===== src/rtl/bomb_fuse_ctrl_if.sv =====
// Bomb-stage <-> fuse controller bundle: bomb placement/trigger in, explode pulse and blast
// description out to the bomb stage, color mapper and player-hit logic.
interface bomb_fuse_ctrl_if;
  logic       bomb_check;
  logic [9:0] bombX;
  logic [9:0] bombY;
  logic       detonate;
  logic       explode;
  logic       armed;
  logic       blink;
  logic       blast_active;
  logic [9:0] blastX;
  logic [9:0] blastY;
  logic [9:0] blast_reach;

  modport master (
    output bomb_check, bombX, bombY, detonate,
    input  explode, armed, blink, blast_active, blastX, blastY, blast_reach
  );

  modport slave (
    input  bomb_check, bombX, bombY, detonate,
    output explode, armed, blink, blast_active, blastX, blastY, blast_reach
  );
endinterface


===== src/rtl/bomb_fuse_ctrl.sv =====
// Fuse timer and blast sequencer: IDLE -> ARMED -> BLAST -> COOLDOWN -> IDLE, one explode
// pulse per fuse, growing flame reach during BLAST. Every output is a flop.
module bomb_fuse_ctrl #(
  parameter logic [9:0] FUSE_FRAMES     = 10'd120,
  parameter logic [9:0] FAST_BLINK_AT   = 10'd30,
  parameter logic [9:0] BLAST_FRAMES    = 10'd30,
  parameter logic [9:0] COOLDOWN_FRAMES = 10'd6,
  parameter logic [9:0] GROW_STEP       = 10'd8,
  parameter logic [9:0] MAX_REACH       = 10'd64
) (
  input logic             frame_clk,
  input logic             Reset,
  bomb_fuse_ctrl_if.slave bus
);

  typedef enum logic [1:0] {StIdle, StArmed, StBlast, StCooldown} state_e;

  state_e      state_q, state_d;
  logic [9:0]  fuse_cnt_q, fuse_cnt_d;
  logic [9:0]  phase_cnt_q, phase_cnt_d;
  logic [9:0]  reach_q, reach_d;
  logic [9:0]  blast_x_q, blast_x_d;
  logic [9:0]  blast_y_q, blast_y_d;
  logic        explode_q, explode_d;
  logic        armed_q, armed_d;
  logic        blink_q, blink_d;
  logic        active_q, active_d;
  logic [10:0] reach_sum;
  logic        fast_blink;

  always_comb begin
    state_d     = state_q;
    fuse_cnt_d  = fuse_cnt_q;
    phase_cnt_d = phase_cnt_q;
    reach_d     = reach_q;
    blast_x_d   = blast_x_q;
    blast_y_d   = blast_y_q;
    explode_d   = 1'b0;
    reach_sum   = {1'b0, reach_q} + {1'b0, GROW_STEP};

    unique case (state_q)
      StIdle: begin
        if (bus.bomb_check) begin
          blast_x_d  = bus.bombX;
          blast_y_d  = bus.bombY;
          fuse_cnt_d = 10'd0;
          state_d    = StArmed;
        end
      end
      StArmed: begin
        // Removal wins over a coincident trip: a vanished bomb never explodes.
        if (!bus.bomb_check) begin
          fuse_cnt_d = 10'd0;
          state_d    = StIdle;
        end else if ((fuse_cnt_q == FUSE_FRAMES - 10'd1) || bus.detonate) begin
          explode_d   = 1'b1;
          fuse_cnt_d  = 10'd0;
          phase_cnt_d = 10'd0;
          reach_d     = GROW_STEP;
          state_d     = StBlast;
        end else begin
          fuse_cnt_d = fuse_cnt_q + 10'd1;
        end
      end
      StBlast: begin
        if (phase_cnt_q == BLAST_FRAMES - 10'd1) begin
          phase_cnt_d = 10'd0;
          reach_d     = 10'd0;
          state_d     = StCooldown;
        end else begin
          phase_cnt_d = phase_cnt_q + 10'd1;
          reach_d     = (reach_sum > {1'b0, MAX_REACH}) ? MAX_REACH : reach_sum[9:0];
        end
      end
      StCooldown: begin
        if ((COOLDOWN_FRAMES == 10'd0) || (phase_cnt_q == COOLDOWN_FRAMES - 10'd1)) begin
          phase_cnt_d = 10'd0;
          state_d     = StIdle;
        end else begin
          phase_cnt_d = phase_cnt_q + 10'd1;
        end
      end
      default: state_d = StIdle;
    endcase
  end

  // Outputs are derived from next state so they line up with the state they describe.
  always_comb begin
    armed_d    = (state_d == StArmed);
    active_d   = (state_d == StBlast);
    // remaining <= FAST_BLINK_AT, rearranged to avoid underflow; 11 bits cannot overflow.
    fast_blink = ({1'b0, fuse_cnt_d} + {1'b0, FAST_BLINK_AT} + 11'd1) >= {1'b0, FUSE_FRAMES};
    blink_d    = 1'b0;
    if (state_d == StArmed) begin
      blink_d = fast_blink ? fuse_cnt_d[1] : fuse_cnt_d[3];
    end
  end

  always_ff @(posedge frame_clk or posedge Reset) begin
    if (Reset) begin
      state_q     <= StIdle;
      fuse_cnt_q  <= 10'd0;
      phase_cnt_q <= 10'd0;
      reach_q     <= 10'd0;
      blast_x_q   <= 10'd0;
      blast_y_q   <= 10'd0;
      explode_q   <= 1'b0;
      armed_q     <= 1'b0;
      blink_q     <= 1'b0;
      active_q    <= 1'b0;
    end else begin
      state_q     <= state_d;
      fuse_cnt_q  <= fuse_cnt_d;
      phase_cnt_q <= phase_cnt_d;
      reach_q     <= reach_d;
      blast_x_q   <= blast_x_d;
      blast_y_q   <= blast_y_d;
      explode_q   <= explode_d;
      armed_q     <= armed_d;
      blink_q     <= blink_d;
      active_q    <= active_d;
    end
  end

  assign bus.explode      = explode_q;
  assign bus.armed        = armed_q;
  assign bus.blink        = blink_q;
  assign bus.blast_active = active_q;
  assign bus.blastX       = blast_x_q;
  assign bus.blastY       = blast_y_q;
  assign bus.blast_reach  = reach_q;

endmodule


===== src/flat_wrapper.sv =====
// flat-port wrapper written by rule: the top's interface ports become plain ports
module bomb_fuse_ctrl_flat 
#(
  parameter logic [9:0] FUSE_FRAMES     = 10'd120,
  parameter logic [9:0] FAST_BLINK_AT   = 10'd30,
  parameter logic [9:0] BLAST_FRAMES    = 10'd30,
  parameter logic [9:0] COOLDOWN_FRAMES = 10'd6,
  parameter logic [9:0] GROW_STEP       = 10'd8,
  parameter logic [9:0] MAX_REACH       = 10'd64
)
  (frame_clk, Reset, bus_bomb_check, bus_bombX, bus_bombY, bus_detonate, bus_explode, bus_armed, bus_blink, bus_blast_active, bus_blastX, bus_blastY, bus_blast_reach);
  bomb_fuse_ctrl_if bus_i ();
  input logic frame_clk;
  input logic Reset;
  input wire logic [$bits(bus_i.bomb_check)-1:0] bus_bomb_check;
  input wire logic [$bits(bus_i.bombX)-1:0] bus_bombX;
  input wire logic [$bits(bus_i.bombY)-1:0] bus_bombY;
  input wire logic [$bits(bus_i.detonate)-1:0] bus_detonate;
  output wire logic [$bits(bus_i.explode)-1:0] bus_explode;
  output wire logic [$bits(bus_i.armed)-1:0] bus_armed;
  output wire logic [$bits(bus_i.blink)-1:0] bus_blink;
  output wire logic [$bits(bus_i.blast_active)-1:0] bus_blast_active;
  output wire logic [$bits(bus_i.blastX)-1:0] bus_blastX;
  output wire logic [$bits(bus_i.blastY)-1:0] bus_blastY;
  output wire logic [$bits(bus_i.blast_reach)-1:0] bus_blast_reach;
  assign bus_i.bomb_check = bus_bomb_check;
  assign bus_i.bombX = bus_bombX;
  assign bus_i.bombY = bus_bombY;
  assign bus_i.detonate = bus_detonate;
  assign bus_explode = bus_i.explode;
  assign bus_armed = bus_i.armed;
  assign bus_blink = bus_i.blink;
  assign bus_blast_active = bus_i.blast_active;
  assign bus_blastX = bus_i.blastX;
  assign bus_blastY = bus_i.blastY;
  assign bus_blast_reach = bus_i.blast_reach;
  bomb_fuse_ctrl #(.FUSE_FRAMES(FUSE_FRAMES), .FAST_BLINK_AT(FAST_BLINK_AT), .BLAST_FRAMES(BLAST_FRAMES), .COOLDOWN_FRAMES(COOLDOWN_FRAMES), .GROW_STEP(GROW_STEP), .MAX_REACH(MAX_REACH)) u_core (.frame_clk(frame_clk), .Reset(Reset), .bus(bus_i));
endmodule

===== config.mk =====
export PLATFORM = sky130hd
export DESIGN_NAME = bomb_fuse_ctrl_flat
export DESIGN_NICKNAME = d
export VERILOG_FILES = /design/src/rtl/bomb_fuse_ctrl_if.sv /design/src/rtl/bomb_fuse_ctrl.sv /design/src/flat_wrapper.sv
export SDC_FILE = /design/constraint.sdc
export NUM_CORES = 1
export LEC_CHECK = 0
export CORE_ASPECT_RATIO = 1.5
export CORE_UTILIZATION = 29
export CTS_CLUSTER_SIZE = 10
export DETAILED_ROUTE_END_ITERATION = 12
export GPL_TIMING_DRIVEN = 0
export HOLD_SLACK_MARGIN = 0.12
export PLACE_DENSITY = 0.53
export SYNTH_ARGS = -nofsm -noshare
export SYNTH_HDL_FRONTEND = slang
export SYNTH_SLANG_ARGS = --single-unit

===== constraint.sdc =====
create_clock -name frame_clk -period 5.93 [get_ports frame_clk]
set_input_delay 0.593 -clock frame_clk [delete_from_list [all_inputs] [get_ports frame_clk]]
set_output_delay 0.593 -clock frame_clk [all_outputs]
set_load 0.05 [all_outputs]

# After elaboration in Yosys (flattened, before gate mapping)
# Index checks and enable logic that the tools add are counted.
# classes
n_addsub	5
magnitude_cmp	2
n_eq_ne	10
mux	25
n_reduce_logical	7
# ops
op	n
$mux 10	11
$pmux 10 s2	2
$pmux 10 s3	1
$add 10x1->10 const B	2
$add 10x4->11 const B	1
$add 10x5->11 const B	1
$add 11x1->11 const B	1
$ge 11x7->1 const B	1
$gt 11x7->1 const B	1
$eq 10x3->1 const B	1
$eq 10x5->1 const B	1
$eq 10x7->1 const B	1
$mux 2	5
$pmux 2 s4	1
$eq 2x2->1 const B	3
$reduce_and 3->1	2
$mux 1	5
$eq 2x1->1 const B	2
$reduce_bool 3->1	1
$logic_not 2->1	1
$ne 2x1->1 const B	1
$ne 2x2->1 const B	1
$reduce_and 2->1	1
$reduce_bool 2->1	1
$logic_or 1x1->1	1
# totals
regBits	56
wordCells	59

# Longest topological paths before layout
# depth
depth_word	10
ltp_mapped	9
depth_no_buf	8

# Least setup slack after synthesis
# No wires, ideal clock.
# synth_path
path_kind	input port to flip-flop
from	in bus_detonate
to	reg u_core.blink_q (netlist: u_core.bus.blink)
setup_ns	0.111
arrival_ns	2.151
t_required_ns	5.819
slack_ns	3.667
cell_stages	7
path_cell_list	and4bb_2 nor2_1 or4_1 inv_1 a21oi_1 and4_2 a2111oi_2
# synth_between
elab_chain_cells	9
elab_cells_between_ends	13
cone_classes	2 x add/sub; 1 x order compare; 1 x eq/ne; 8 x mux; 1 x reduce/logical
# synth_rtl
element	line	rtl
start, declared	flat_wrapper.sv:18	input wire logic [$bits(bus_i.detonate)-1:0] bus_detonate;
$logic_or 1x1->1	bomb_fuse_ctrl.sv:55	end else if ((fuse_cnt_q == FUSE_FRAMES - 10'd1) || bus.detonate) begin
$mux 10	bomb_fuse_ctrl.sv:55	
$mux 10	bomb_fuse_ctrl.sv:52	if (!bus.bomb_check) begin
$pmux 10 s2	bomb_fuse_ctrl.sv:41	unique case (state_q)
named net u_core.fuse_cnt_d[6]	bomb_fuse_ctrl.sv:19	logic [9:0] fuse_cnt_q, fuse_cnt_d;
$add 10x5->11	bomb_fuse_ctrl.sv:92	fast_blink = ({1'b0, fuse_cnt_d} + {1'b0, FAST_BLINK_AT} + 11'd1) >= {1'b0, FUSE_FRAMES};
$add 11x1->11	bomb_fuse_ctrl.sv:92	
$ge 11x7->1	bomb_fuse_ctrl.sv:92	
$mux 1	bomb_fuse_ctrl.sv:95	blink_d = fast_blink ? fuse_cnt_d[1] : fuse_cnt_d[3];
$mux 1	bomb_fuse_ctrl.sv:94	if (state_d == StArmed) begin
named net u_core.blink_d	bomb_fuse_ctrl.sv:26	logic blink_q, blink_d;
end signal, assigned	bomb_fuse_ctrl.sv:120	blink_q <= blink_d;
end, declared	bomb_fuse_ctrl.sv:26	
# The timed path passes the listed nets, and every way through them passes these cells.
# A chain may end at the register's enable or synchronous reset.

# Worst setup path after layout
# layout_path
from	in bus_bomb_check
to	reg u_core.blink_q (netlist: u_core.bus.blink)
# layout_between
elab_chain_cells	7
elab_cells_between_ends	12
cone_classes	2 x add/sub; 1 x order compare; 1 x eq/ne; 8 x mux
# layout_rtl
element	line	rtl
start, declared	flat_wrapper.sv:15	input wire logic [$bits(bus_i.bomb_check)-1:0] bus_bomb_check;
$mux 10 (on tied branches)	bomb_fuse_ctrl.sv:52, bomb_fuse_ctrl.sv:43	
$pmux 10 s2 (*)	bomb_fuse_ctrl.sv:41	
named net u_core.fuse_cnt_d[6]	bomb_fuse_ctrl.sv:19	
$add 10x5->11 (*)	bomb_fuse_ctrl.sv:92	
$add 11x1->11 (*)	bomb_fuse_ctrl.sv:92	
$ge 11x7->1 (*)	bomb_fuse_ctrl.sv:92	
$mux 1 (*)	bomb_fuse_ctrl.sv:95	
$mux 1 (*)	bomb_fuse_ctrl.sv:94	
named net u_core.blink_d	bomb_fuse_ctrl.sv:26	
# Mark *: on every way through the listed nets, which the timed path passes. The rest lies on a longest branch.

==> flow_summary.yaml <==
timing:
  final-setup-viol-count: 0
  setup-tns-final_ps: 0
  final-hold-violation-count: 0
  report.final.slew_viol_count: 0
  fmax_mhz: 360
  finalCriticalPeriod_ps: 2780
  tightestPinTransition_ps: 553
  setup_repair_after_global_routing_missed_its_margin: "false"
  fin_worst_hold_slack_ps: 503
  final_min_period_over_clock_period_pct: 46.9
  timing.clock.skew_ps: 2.13
  timing.slew.headroom_pct: 62.8
yosys:
  synthesis.area_per_instance_um2: 9.93
  ys_seq_area_share_pct: 49.6
  synth_async_sr_flop_share_pct: 100
  synth.largest_area_cell: "dfrtp_1"
  synth.mux.area_fraction_pct: 8.43
  synth_top_family_by_area: "simple AND/OR/NAND/NOR gates"
  combined_area_of_all_synthesized_cells_um2: 2670
  dominantRegCellSynth: "dfrtp_1"
  synthTopCellsByArea: "dfrtp_1 50%, mux2_2 8.4%, o21ai_0 3.9%"
  fraction_of_the_mapped_netlist_area_in_compound_gates_pct: 15.5
  synth_fa_ha_area_share_pct: 1.87
  yosys.cell_count.top_type: "dfrtp_1"
  yosys-top-cells-count: "53 x dfrtp_1, 24 x nand2_1, 21 x o21ai_0"
  synth_cell_types: 52
  synth-simple-area-share_pct: 19.0
  post_synth_xor_area_fraction_pct: 0.656
  postSynthRegisterBits: 53
  synthesis.yosys.warnings: 0
  edff_count_synth: 0
  synth_top_area_share_pct: 49.6
  syn-instance-count: 269
clock_network:
  clkSlewWorstSetupHoldPaths_ps: 70
  cts.htree.levels: 2
  clock_tree_from_tritoncts: "yes"
  tritoncts.num_buffers: 5
  ctsHoldBuffers: 0
  clockRootBuffer: "clkbuf_16"
  clock_sinks: 53
  clock_tree_buffer_depth: 2
  post_cts_setup_buffer_count: 0
  cts.repair.resized: 0
  clk_latency_ps: 290
critical_path:
  timing.critical_path.to_type: "register"
  timing.reg2reg.worst_path_depth: 7
  crit_type: "input port to register"
  worst-path-max-fanout: 8
  timing.critical_path.required_ps: 6110
  critPathLaunchType: "input port"
  worstPathArrival_ps: 2970
detailed_routing:
  detailed_route_wl_mm: 6.44
  post_drt_wl_per_cell_um: 14.5
  count_of_tritonroute_iterations_in_the_first_routing_pass: 5
  drt_drc_violations_left: 0
  avgViaCountPerCell: 5.08
  drt_iter0_markers: 96
  antenna_left: 0
  vias: 2257
global_routing:
  pin_count_of_the_biggest_net_entering_global_routing: 35
  grt_busiest_layer: "met2"
  met1_usage_pct: 15.7
  grtUsageMet3_pct: 2.59
  grt_pass1_vias: 2204
  grt_pass1_wl_mm: 10.6
  grt.overflow.total: 0
  antenna_found_initial: 0
  grt_use_total_pct: 14.3
  met2_layer_usage_reported_by_global_route_pct: 26.0
cells_and_area:
  layout.nets: 361
  n_antenna_cell: 0
  area.sequential_um2: 1330
  drive_gt1_share_pct: 12.6
  final_core_util_pct: 39.7
  fillers: 883
  multi_input_area_um2: 1230
  final_cell_count_no_fill: 444
  synthToLayoutAreaGrowth_pct: 31.9
hold_path:
  worstHoldPathCells: 1
  timing.hold.worst.class: "register to register"
power_and_ir_drop:
  p_per_area_nw_per_um2: 508
  power.total_mw: 1.79
  worst_ir_drop_vdd_mv: 0.339
  p_leak_nw: 1.54
floorplan:
  placeableCoreArea_um2: 8880
  num_rows: 42
  floorplan.io_pins: 58
  fp.dieW_um: 80.4
  floorplan.initialDensity_pct: 30.1
  die-area_um2: 9610
  fp.dieH_um: 120
place:
  gp_routability_congestion: 0.775
  place.port_buffers: 54
  half_perimeter_wire_length_of_the_detailed_placement_result_mm: 4.77
  placed_cells_incl_taps: 436
status:
  outcome: "finished clean"
job:
  max_cap_violations: 0
## stage by stage
stage	worst slack, ps	area [um2]
after floorplan	3670	2680
after global placement	2840	3360
after detailed placement	2840	3380
after CTS	3140	3520
after global routing	3010	3520
final	3150	3520
## logic make-up (layout without fill, tap and decap cells)
group,count (synthesis),in the layout
other,1,3
AND/OR/NAND/NOR,96,96
buffers and inverters,29,92
adder cells (fa/ha/maj),4,4
AO/OA/AOI/OAI,64,64
multiplexers,20,20
XOR/XNOR,2,2
flip-flops,53,53
## critical path, stage by stage
cell and delay, ps:
clkdlybuf4s50_1 660, and4bb_2 360, nor2_1 50, or4_1 560
inv_1 100, a21oi_1 60, and4_2 260, a2111oi_2 320
## power by group
part,switching (mW),leakage [nW],internal [mW]
clock network,0.138,0.0738,0.158
registers,0.0939,0.675,0.482
logic,0.584,0.793,0.334
total,0.816,1.54,0.973
## area by class of cell
type,count,share of cell area (%)
Inverter,13,1.38
Buffer,16,2.20
Timing Repair Buffer,55,15.9
Clock buffer,5,3.55
Tap cell,110,3.90
Sequential cell,53,37.6
Clock inverter,3,0.639
Multi-Input combinational cell,189,34.8
## placed cells by master (no fill, tap or decap), types with 6 or more instances in the layout
cell / n
clkdlybuf4s50_1: 54
dfrtp_1: 53
nand2_1: 24
o21ai_0: 21
mux2_2: 20
nor2_1: 18
nand3_1: 14
inv_1: 12
a21oi_1: 9
a31oi_1: 8
clkbuf_1: 7
and3_1: 7
o31ai_1: 6
and2_1: 6
## final timing paths
check | from | endpoint | slack (ps)
max in group asynchronous | Reset | u_core.fuse_cnt_q[4] | 4770
min in group asynchronous | Reset | u_core.bus.blastX[7] | 630
min reg2reg | u_core.phase_cnt_q[9] | u_core.phase_cnt_q[9] | 500
max | bus_bomb_check | u_core.bus.blink | 3150
min | u_core.phase_cnt_q[9] | u_core.phase_cnt_q[9] | 500
max reg2reg | u_core.fuse_cnt_q[7] | u_core.phase_cnt_q[7] | 3390
## routing by layer
metal | wire length [um] | share of wire, %
met3 | 161 | 2.5
met4 | 169 | 2.6
met2 | 3530 | 55
met1 | 2580 | 40
met5 | 0 | 0
## flip-flops by register name, indices dropped and copies added, names as in the netlist
name                     cells
u_core.bus.armed             1
u_core.fuse_cnt_q           10
u_core.bus.blink             1
u_core.bus.blast_active      1
u_core.bus.blastY           10
u_core.state_q               2
u_core.bus.blast_reach       7
u_core.bus.explode           1
u_core.phase_cnt_q          10
u_core.bus.blastX           10
Power figures use the tool's default switching activity.
